`src/rtl/snake_move_ctrl.sv`:
```
// Game-flow and motion controller for the snake: start/run/pause/dead sequencing,
// step timing with speed levels, and reversal-safe direction commit.
module snake_move_ctrl #(
  parameter int unsigned STEP_CYCLES = 12_500_000,
  parameter int unsigned CNT_W       = 24
) (
  input  logic       clk,
  input  logic       rst_n,
  input  logic       btn_up,
  input  logic       btn_right,
  input  logic       btn_down,
  input  logic       btn_left,
  input  logic       btn_start,
  input  logic       pause,
  input  logic       collide,
  input  logic       ate_food,
  output logic [1:0] dir,
  output logic       step,
  output logic       game_reset,
  output logic [1:0] state,
  output logic [1:0] speed_lvl
);

  typedef enum logic [1:0] {
    StIdle  = 2'b00,
    StRun   = 2'b01,
    StPause = 2'b10,
    StDead  = 2'b11
  } state_e;

  localparam logic [CNT_W-1:0] StepCyc = CNT_W'(STEP_CYCLES);

  state_e           state_q, state_d;
  logic [1:0]       dir_q, dir_d;
  logic [1:0]       pend_q, pend_d;
  logic [1:0]       speed_q, speed_d;
  logic [CNT_W-1:0] cnt_q, cnt_d;
  logic             step_q, step_d;
  logic             game_reset_q, game_reset_d;

  logic [CNT_W-1:0] thresh;
  logic             terminal;
  logic             btn_any;
  logic [1:0]       btn_code;

  // >= rather than == so a speed-up mid-period fires at once instead of wrapping.
  always_comb begin
    thresh   = (StepCyc >> speed_q) - CNT_W'(1);
    terminal = (cnt_q >= thresh);
  end

  always_comb begin
    btn_any  = btn_up | btn_right | btn_down | btn_left;
    btn_code = 2'b11;
    if (btn_up)         btn_code = 2'b00;
    else if (btn_right) btn_code = 2'b01;
    else if (btn_down)  btn_code = 2'b10;
  end

  always_comb begin
    state_d      = state_q;
    dir_d        = dir_q;
    pend_d       = pend_q;
    speed_d      = speed_q;
    cnt_d        = cnt_q;
    step_d       = 1'b0;
    game_reset_d = 1'b0;

    unique case (state_q)
      StIdle, StDead: begin
        if (btn_start) begin
          state_d      = StRun;
          game_reset_d = 1'b1;
          cnt_d        = '0;
          speed_d      = 2'd0;
          dir_d        = 2'b01;
          pend_d       = 2'b01;
        end
      end
      StRun: begin
        if (collide) begin
          state_d = StDead;
          cnt_d   = '0;
        end else if (pause) begin
          state_d = StPause;
        end else begin
          // Reversal is judged against the committed direction only.
          if (btn_any && ((dir_q ^ btn_code) != 2'b10)) pend_d = btn_code;
          if (ate_food && (speed_q != 2'd3)) speed_d = speed_q + 2'd1;
          if (terminal) begin
            step_d = 1'b1;
            cnt_d  = '0;
            dir_d  = pend_d;
          end else begin
            cnt_d = cnt_q + CNT_W'(1);
          end
        end
      end
      StPause: begin
        // The release cycle counts, so the step slips by exactly the pause length.
        if (!pause) begin
          state_d = StRun;
          if (terminal) begin
            step_d = 1'b1;
            cnt_d  = '0;
            dir_d  = pend_q;
          end else begin
            cnt_d = cnt_q + CNT_W'(1);
          end
        end
      end
      default: ;
    endcase
  end

  always_ff @(posedge clk or negedge rst_n) begin
    if (!rst_n) begin
      state_q      <= StIdle;
      dir_q        <= 2'b01;
      pend_q       <= 2'b01;
      speed_q      <= 2'd0;
      cnt_q        <= '0;
      step_q       <= 1'b0;
      game_reset_q <= 1'b0;
    end else begin
      state_q      <= state_d;
      dir_q        <= dir_d;
      pend_q       <= pend_d;
      speed_q      <= speed_d;
      cnt_q        <= cnt_d;
      step_q       <= step_d;
      game_reset_q <= game_reset_d;
    end
  end

  assign dir        = dir_q;
  assign step       = step_q;
  assign game_reset = game_reset_q;
  assign state      = state_q;
  assign speed_lvl  = speed_q;

endmodule
```
`config.mk`:
```
export PLATFORM = sky130hd
export DESIGN_NAME = snake_move_ctrl
export DESIGN_NICKNAME = d
export VERILOG_FILES = /design/src/rtl/snake_move_ctrl.sv
export SDC_FILE = /design/constraint.sdc
export NUM_CORES = 1
export LEC_CHECK = 0
export BUFFER_PORTS_ARGS = -buffer_cell sky130_fd_sc_hd__buf_4
export CORE_ASPECT_RATIO = 1.5
export CORE_UTILIZATION = 45
export DETAILED_ROUTE_END_ITERATION = 6
export SYNTH_ARGS = -nofsm -noshare
export SYNTH_HDL_FRONTEND = slang
export SYNTH_SLANG_ARGS = --single-unit
```
`constraint.sdc`:
```
create_clock -name clk -period 3.2 [get_ports clk]
set_input_delay 0.32 -clock clk [delete_from_list [all_inputs] [get_ports clk]]
set_output_delay 0.32 -clock clk [all_outputs]
set_load 0.05 [all_outputs]
```
==> flow_summary.yaml, run 1 <==
status:
  status: "complete, no violations"
cells_and_area:
  register_area_um2: 854.6
  finish.utilization_pct: 53.39
  area_growth_pct: 12.94
  drive_above_1_share_pct: 13.64
  num_antenna_cells: 0
  n_fill_cell: 555
  fin_cells: 424
  multi_input_area_mm2: 0.001797
  fin_nets: 391
worst_setup_path:
  setup.worst_path.class: "reg -> reg"
  reg2reg_depth: 12
  worstPathRequired_ns: 3.42
  r2r_start: "speed_lvl[0]"
  critical_path_peak_fanout: 22
  rrSetupSlack_ns: 0.24
  start_kind: "flip-flop"
  startpoint: "speed_lvl[0]"
  cp-end-kind: "flip-flop"
  arrival_ns: 3.17
global_routing:
  grt_use_total_pct: 25.17
  overflow: 0
  grt_max_degree: 35
  grt_pass1_vias: 2568
  grt_use_met3_pct: 3.704
  top_usage_layer: "met2"
  grtUsageMet2_pct: 45.37
  grt_first_pass_wirelength_mm: 12.54
  antenna_found_initial: 0
  gr-usage-met1_pct: 29.32
power:
  switchingPower_uw: 856.1
  power.leakage_uw: 0.001400
  ir_drop_uv: 455.4
  sw_frac_of_total_pct: 43.18
  pwr-share-clk_pct: 25.5
  powerDensity_mw_per_mm2: 628.1
  intPower_uw: 1127
  combinationalPowerShare_pct: 47.1
  pwr-share-seq_pct: 27.4
timing:
  max_slew_margin_pct: 56.41
  setup_viol: 0
  grt_setup_unrepaired: "false"
  post-route-period-util_pct: 92.38
  max_slew.worst_pin.slew_ns: 0.6488
  finalMaxSlewViolations: 0
  final.min_clock_period_ns: 2.956
  setup_tns_ns: 0
  finalHoldViolations: 0
  worst_slack_ns: 0.2439
  skew_ns: 0.006803
  clock.fmax_mhz: 338.3
yosys:
  synthMuxAreaShare_pct: 0.7162
  syn_inst: 336
  synthesis.area_mm2: 0.002795
  synth_simple_gate_area_share_pct: 20.99
  synth_top_family_by_area: "compound AO/OA/AOI/OAI gates"
  synth_edf_count: 0
  synth.most_common_cell: "nand2_1"
  yosys_warnings: 0
  synth_top_area_share_pct: 28.65
  yosysSeqAreaShare_pct: 30.53
  synth_flop_cell: "dfrtp_1"
  synth-async-reset-ratio_pct: 100.0
  netlist_top_cells_count: "nand2_1, dfrtp_1, ha_1"
  ys_types: 54
  synth.avg_cell_area_um2: 8.319
  synth_largest_area_cell: "dfrtp_1"
  synth_area_leaders: "dfrtp_1, ha_1, nand2_1"
  synth_compound_area_share_pct: 26.28
  ys_ff_latch: 34
  synth_xor_area_share_pct: 1.835
  yosys.area_share.adder_pct: 13.43
clock_tree:
  h-tree-depth: 2
  cts_setup_buffers: 0
  cts_root_buffer: "clkbuf_8"
  numCtsBuffers: 5
  clockBufferDepth: 2
  cts_tree: "yes"
  clkLatencyLatePin_ns: 0.29
  clkSinkCount: 34
  clk_pin_slew_ns: 0.08
drt:
  wl_per_cell_um: 17.45
  drtPass1Iterations: 5
  routed_via_density: 6.125
  drc: 0
  totalWireLength_mm: 7.397
  ant_nets: 0
  drtIter0Drc: 151
  dr_total_vias: 2597
die:
  pin_count: 18
  die_w_um: 66.35
  rows: 34
  die_y_um: 98.53
  initial_utilization_pct: 47.27
  dieArea_mm2: 0.006537
  core_mm2: 0.005913
placement:
  dp_slack_ns: 0.1293
  hpwl_mm: 5.291
  gp_congestion: 0.7813
  dp_cells: 415
  port_buffers: 17
hold_path:
  hold_depth: 2
  worstHoldStart: "btn_start"
  hp-class: "in -> reg"
flow_run:
  drv_cap: 0
## final timing paths
kind                                 to
min in group asynchronous     cnt_q[12]
max                           cnt_q[16]
max reg2reg                   cnt_q[16]
max in group asynchronous  speed_lvl[1]
min reg2reg                    cnt_q[0]
min                          game_reset
## timing repair
action / in CTS / in global routing
hold endpoints to repair: 27 / 0
hold buffers: 1 / 0
setup endpoints to repair: 0 / 10
gates resized for setup: 0 / 5
## metal layers
layer	vias to the layer above	wire length (um)
met5	-	0
met2	47	3991
met4	0	196
met1	1271	3016
met3	13	192
li1	1266	-
## registers in the layout, indices dropped and copies added, names as in the netlist
| register | count |
|---|---|
| speed_lvl | 2 |
| pend_q | 2 |
| game_reset | 1 |
| dir | 2 |
| step | 1 |
| state | 2 |
| cnt_q | 24 |
## power groups by stage
stage | registers [uW] | logic [uW] | clock network [uW]
after global placement | 552 | 921 | 0
after global routing | 553 | 1060 | 535
after floorplan | 661 | 555 | 0
final | 544 | 934 | 505
after detailed placement | 552 | 932 | 0
after CTS | 544 | 936 | 517
## worst max-delay path, stage by stage (launching register included)
cell and delay [ns]:
dfrtp_1 0.38, inv_1 0.17, ha_2 0.26, inv_1 0.06
ha_1 0.28, ha_1 0.29, a21oi_1 0.13, a21oi_1 0.09
o311a_1 0.33, a211oi_4 0.31, buf_6 0.26, o211ai_2 0.13
a22oi_1 0.20
## cells in the final DEF (no fill, tap or decap), types with 2 or more instances in the layout
master and count:
a211oi_1 2, a21o_1 3, a21oi_1 22, a22oi_1 3, a2bb2oi_1 2, a31oi_1 7
and2_1 5, and3_1 11, and4_1 2, and4b_1 2, buf_4 21, bufinv_16 2
clkbuf_8 6, conb_1 2, dfrtp_1 31, dfstp_2 2, ha_1 29, inv_1 25
mux2i_1 2, nand2_1 45, nand2b_1 5, nand3_1 17, nand4_1 9, nor2_1 12
nor3_1 4, o2111ai_1 5, o211ai_1 7, o21ai_0 16, o21ai_1 6, o22ai_1 6
o311a_1 2, o31ai_1 4, o31ai_2 6, xnor2_1 4
## cell families (layout without fill, tap and decap cells)
| family | count (synthesis) | in the layout |
|---|---|---|
| multiplexers | 2 | 2 |
| other | 1 | 2 |
| AND/OR/NAND/NOR | 118 | 118 |
| buffers and inverters | 41 | 56 |
| AO/OA/AOI/OAI | 105 | 105 |
| flip-flops | 34 | 34 |
| adder cells (fa/ha/maj) | 30 | 30 |
| XOR/XNOR | 5 | 5 |
## cell type report
class / count / share of cell area [%]
tap: 72 / 2.854
clock inverter: 2 / 1.902
multi-input combinational: 262 / 56.92
sequential: 34 / 27.07
timing repair buffer: 23 / 5.668
clock buffer: 6 / 2.616
inverter: 25 / 2.973
## per-stage QoR
stage / hold slack (ns) / total power, uW / instance area (um^2)
2_1_floorplan: 0.02441 / 1215 / 2799
3_3_place_gp: 0.3033 / 1473 / 2982
3_5_place_dp: 0.3116 / 1484 / 2982
4_1_cts: 0.2469 / 1996 / 3134
5_1_grt: 0.2447 / 2148 / 3157
6_report: 0.2526 / 1983 / 3157
No activity file was read; power rests on OpenSTA's default activity.
==> run 2: changes to the inputs <==
==> constraint.sdc (replaced) <==
create_clock -name clk -period 2.6 [get_ports clk]
set_input_delay 0.26 -clock clk [delete_from_list [all_inputs] [get_ports clk]]
set_output_delay 0.26 -clock clk [all_outputs]
set_load 0.05 [all_outputs]
==> run 2 against run 1 <==
Worst hold slack got worse by 0.054 ns. The flow now finishes with violations (negative setup slack). Clock skew grew 0.0029 ns. Critical path depth rose by 2. Via count up 6.0%. Highest routed layer unchanged. Sequential cell count did not move. Fmax increased by 8.3%.
==> flow_summary.yaml, run 2 (synthesis gave the netlist of run 1 again) <==
status:
  status: "finished, violations left"
  violations: "negative setup slack"
clock_tree:
  clkLatencyLatePin_ns: 0.29
  clkSinkCount: 34
  cts_tree: "yes"
  h-tree-depth: 2
  numCtsBuffers: 5
  cts_root_buffer: "clkbuf_8"
  clockBufferDepth: 2
  clk_pin_slew_ns: 0.08
worst_setup_path:
  setup.worst_path.class: "reg -> reg"
  rrSetupSlack_ns: -0.13
  cp-end-kind: "flip-flop"
  arrival_ns: 2.91
  start_kind: "flip-flop"
  worstPathRequired_ns: 2.78
  critical_path_peak_fanout: 6
die:
  dieArea_mm2: 0.006537
  die_y_um: 98.53
  die_w_um: 66.35
  initial_utilization_pct: 47.27
  rows: 34
  pin_count: 18
  core_mm2: 0.005913
timing:
  finalHoldViolations: 0
  worst_slack_ns: -0.1288
  skew_ns: 0.009752
  holdWs_ns: 0.1990
  setup_viol: 23
  clock.fmax_mhz: 366.5
  setup_tns_ns: -1.583
  finalMaxSlewViolations: 0
  post-route-period-util_pct: 105.0
  grt_setup_unrepaired: "true"
  final.min_clock_period_ns: 2.729
  max_slew_margin_pct: 56.83
  max_slew.worst_pin.slew_ns: 0.6392
placement:
  hpwl_mm: 5.756
  dp_slack_ns: -0.1993
  gp_congestion: 0.8411
  port_buffers: 17
global_routing:
  overflow: 0
  grt_pass1_vias: 2787
  grt_max_degree: 35
  grt_first_pass_wirelength_mm: 13.37
  antenna_found_initial: 0
  grt_use_total_pct: 26.79
cells_and_area:
  num_antenna_cells: 0
  fin_nets: 420
  final_common_cell: "nand2_1"
  most-common-layout-cells: "nand2_1, buf_4, dfrtp_1"
  largest_register: "cnt_q"
  drive_above_1_share_pct: 31.50
  area_growth_pct: 35.00
  largest_register_ffs: 24
drt:
  dr_total_vias: 2753
  drc: 0
  drtIter0Drc: 162
  drtPass1Iterations: 4
  routed_via_density: 6.077
  ant_nets: 0
  totalWireLength_mm: 8.334
  wl_per_cell_um: 18.40
power:
  power.leakage_uw: 0.001612
  powerDensity_mw_per_mm2: 740.3
  ir_drop_uv: 665.3
hold_path:
  hp-class: "in -> reg"
flow_run:
  drv_cap: 0
[run 2: final timing paths]
kind | startpoint | endpoint | depth (start not counted)
setup / recovery | speed_lvl[0] | cnt_q[5] | 14
hold reg to reg | cnt_q[0] | cnt_q[0] | 1
min in group asynchronous | rst_n | cnt_q[12] | 2
hold / removal | btn_start | game_reset | 2
max in group asynchronous | rst_n | speed_lvl[0] | 2
setup reg to reg | speed_lvl[0] | cnt_q[5] | 14
[run 2: layer usage]
layer  wire length (um)  vias to the layer above  track usage, %
met5                  0                        -               0
met4                407                        0           14.89
met3                313                       28           3.819
met2               4397                       79           47.02
met1               3216                     1320           30.12
li1                   -                     1326               -
[run 2: area by class of cell]
type | count | area, um^2
Clock buffer | 7 | 86.33
Clock inverter | 1 | 30.03
Fill cell | 508 | 2140
Inverter | 25 | 103.9
Multi-Input combinational cell | 262 | 2133
Sequential cell | 34 | 860.8
Tap cell | 72 | 90.09
Timing Repair Buffer | 52 | 469.2
[run 2: worst max-delay path, cell delays in order, from the launching register on]
cell and delay (ns):
dfrtp_4 0.53, inv_8 0.10, ha_4 0.13, inv_2 0.04, ha_4 0.25, ha_4 0.19, a21oi_2 0.14, a21oi_2 0.06
o311a_1 0.39, a211oi_4 0.17, buf_6 0.15, buf_12 0.13, buf_8 0.12, o2111ai_2 0.13, o311ai_2 0.10
[run 2: through the flow]
stage	util [%]	power, uW	cells	cell area [um^2]
floorplan	-	1541	337	2869
global placement	54.70	1992	437	3234
detailed placement	54.70	2009	437	3234
CTS	60.30	2599	451	3566
global route	63.82	2993	453	3774
finish	63.82	2793	453	3774
[run 2: power breakdown]
part / internal, uW / switching, uW / total (uW)
logic: 638 / 943 / 1580
registers: 611 / 83.2 / 694
clock network: 313 / 206 / 519
total: 1560 / 1230 / 2790
[run 2: timing repair]
item                       CTS  global route
setup buffers                4             2
gates resized for setup     31            34
cloned                       1             1
hold endpoints to repair    32             0
pin swaps                   26            16
setup endpoints to repair   27            27
hold buffers                 1             0
==> run 3: changes to the inputs <==
--- a/config.mk
+++ b/config.mk
@@ -7,7 +7,7 @@
 export LEC_CHECK = 0
 export BUFFER_PORTS_ARGS = -buffer_cell sky130_fd_sc_hd__buf_4
 export CORE_ASPECT_RATIO = 1.5
-export CORE_UTILIZATION = 45
+export CORE_UTILIZATION = 38
 export DETAILED_ROUTE_END_ITERATION = 6
 export SYNTH_ARGS = -nofsm -noshare
 export SYNTH_HDL_FRONTEND = slang
==> run 3 against run 2 <==
The run still ends with negative setup slack left. First-iteration DRC count fell by 6.2%. Clock-buffer cell count fell by 1. Die area rose by 18%. Cell area fell by 1.5%. Sequential power barely moved. Critical path type unchanged. Highest routed layer unchanged.
==> flow_summary.yaml, run 3 (synthesis gave the netlist of run 1 again) <==
die:
  rows: 37
  pin_count: 18
  die_w_um: 72.03
  dieArea_mm2: 0.007710
  die_y_um: 107.0
  initial_utilization_pct: 39.99
  core_mm2: 0.006990
worst_setup_path:
  crit_chain: "inv_8 > ha_4 > inv_2 > ha_4 > ha_4 > a21oi_2 > a21oi_2 > o311a_1 > a211oi_4 > buf_6 > buf_8 > o211ai_4 > o31ai_2"
  reg2reg_depth: 13
  start_kind: "flip-flop"
  arrival_ns: 3.00
  cp-end-kind: "flip-flop"
  critPathSlowestCell: "dfrtp_4"
  critical_path.max_stage_delay_ns: 0.53
  cp_common_cell: "ha_4"
  worstPathRequired_ns: 2.81
  r2r_start: "speed_lvl[0]"
  crit_family: "compound AO/OA/AOI/OAI gates"
  critical_path_peak_fanout: 12
  crit_buf_inv: 4
  setup.worst_path.class: "reg -> reg"
  startpoint: "speed_lvl[0]"
  worstReg2RegEnd: "cnt_q[18]"
  rrSetupSlack_ns: -0.19
clock_tree:
  cts_tree: "yes"
  clk_pin_slew_ns: 0.08
  clkLatencyLatePin_ns: 0.30
  h-tree-depth: 2
  cts_root_buffer: "clkbuf_8"
  numCtsBuffers: 5
  clkSinkCount: 34
  clockBufferDepth: 2
global_routing:
  antenna_found_initial: 0
  grt_pass1_vias: 2704
  grt_max_degree: 35
  grt_first_pass_wirelength_mm: 13.43
  overflow: 0
  grt_use_total_pct: 22.23
drt:
  ant_nets: 0
  wl_per_cell_um: 16.71
  totalWireLength_mm: 8.019
  drtPass1Iterations: 4
  drtIter0Drc: 152
  dr_total_vias: 2724
  drc: 0
  routed_via_density: 5.675
cells_and_area:
  drive_above_1_share_pct: 28.72
  fin_cells: 480
  area_growth_pct: 32.99
  largest_register_ffs: 24
  most-common-layout-cells: "nand2_1, buf_4, dfrtp_1"
  final_area_mm2: 0.003717
  num_antenna_cells: 0
  fin_nets: 422
  finish.utilization_pct: 53.18
  largest_register: "cnt_q"
  final_common_cell: "nand2_1"
timing:
  finalMaxSlewViolations: 0
  clock.fmax_mhz: 358.0
  post-route-period-util_pct: 107.4
  finalHoldViolations: 0
  setup_viol: 27
  grt_setup_unrepaired: "true"
  holdWs_ns: 0.1916
  max_slew_margin_pct: 54.80
  worst_slack_ns: -0.1935
  setup_tns_ns: -3.634
  max_slew.worst_pin.slew_ns: 0.6693
  skew_ns: 0.008382
  final.min_clock_period_ns: 2.793
power:
  pwr-share-clk_pct: 15.7
  power.leakage_uw: 0.001589
  switchingPower_uw: 1251
  intPower_uw: 1400
  combinationalPowerShare_pct: 58.2
  ir_drop_uv: 576.7
  powerDensity_mw_per_mm2: 713.1
  sw_frac_of_total_pct: 47.20
  pwr-share-seq_pct: 26.1
status:
  violations: "negative setup slack"
  status: "finished, violations left"
hold_path:
  min_to: "game_reset"
  hp-class: "in -> reg"
  worstHoldStart: "btn_start"
  hold_depth: 2
placement:
  dpl_cell_area_mm2: 0.003268
  port_buffers: 17
  hpwl_mm: 5.682
  gp_congestion: 0.7924
  dp_cells: 464
flow_run:
  drv_cap: 0
run 3: worst reg2reg max path: stages (launching register included):
cell and delay (ns):
dfrtp_4 0.53, inv_8 0.10, ha_4 0.13, inv_2 0.04, ha_4 0.26, ha_4 0.20, a21oi_2 0.13, a21oi_2 0.06
o311a_1 0.39, a211oi_4 0.25, buf_6 0.15, buf_8 0.14, o211ai_4 0.10, o31ai_2 0.23
run 3: how the worst max path moves through the flow:
stage,endpoint,slack (ns),cells past startpoint
2_1_floorplan,cnt_q[18],-0.12,12
3_3_place_gp,cnt_q[18],-0.11,11
3_5_place_dp,cnt_q[18],-0.18,11
4_1_cts,cnt_q[18],-0.15,13
5_1_grt,cnt_q[18],-0.30,13
6_report,cnt_q[18],-0.19,13
run 3: through the flow:
step / power, uW / worst slack [ns]
2_1_floorplan: 1541 / -0.1205
3_5_place_dp: 2018 / -0.1834
3_3_place_gp: 1999 / -0.1118
4_1_cts: 2596 / -0.1544
5_1_grt: 2834 / -0.2984
6_report: 2651 / -0.1935
run 3: area by class of cell:
cell class | count | area [um^2]
fillers | 646 | 3273
multi-input cells | 262 | 2069
well taps | 97 | 121.4
clock inverters | 2 | 13.76
inverters | 25 | 103.9
repair buffers | 54 | 475.5
clock buffers | 6 | 72.57
flip-flops and latches | 34 | 860.8
run 3: per-layer routing:
metal	up-vias	routed length, um	global-route usage, %
met4	0	250	10.22
met5	-	0	0
li1	1326	-	-
met3	19	225	2.632
met1	1303	3314	26.19
met2	76	4229	39.56
run 3: power groups by stage:
| stage | Combinational (uW) | Clock (uW) | Sequential, uW |
|---|---|---|---|
| global route | 1690 | 443 | 701 |
| floorplan | 715 | 0 | 827 |
| detailed placement | 1330 | 0 | 693 |
| CTS | 1480 | 426 | 688 |
| global placement | 1310 | 0 | 689 |
| finish | 1540 | 417 | 691 |
run 3: what timing repair did:
action | CTS | global route
gates resized for setup | 29 | 27
hold buffers | 1 | 0
endpoints found under the hold margin | 32 | 0
cloned | 1 | 0
endpoints found under the setup margin | 26 | 27
buffers inserted | 4 | 3
pin swaps | 0 | 13
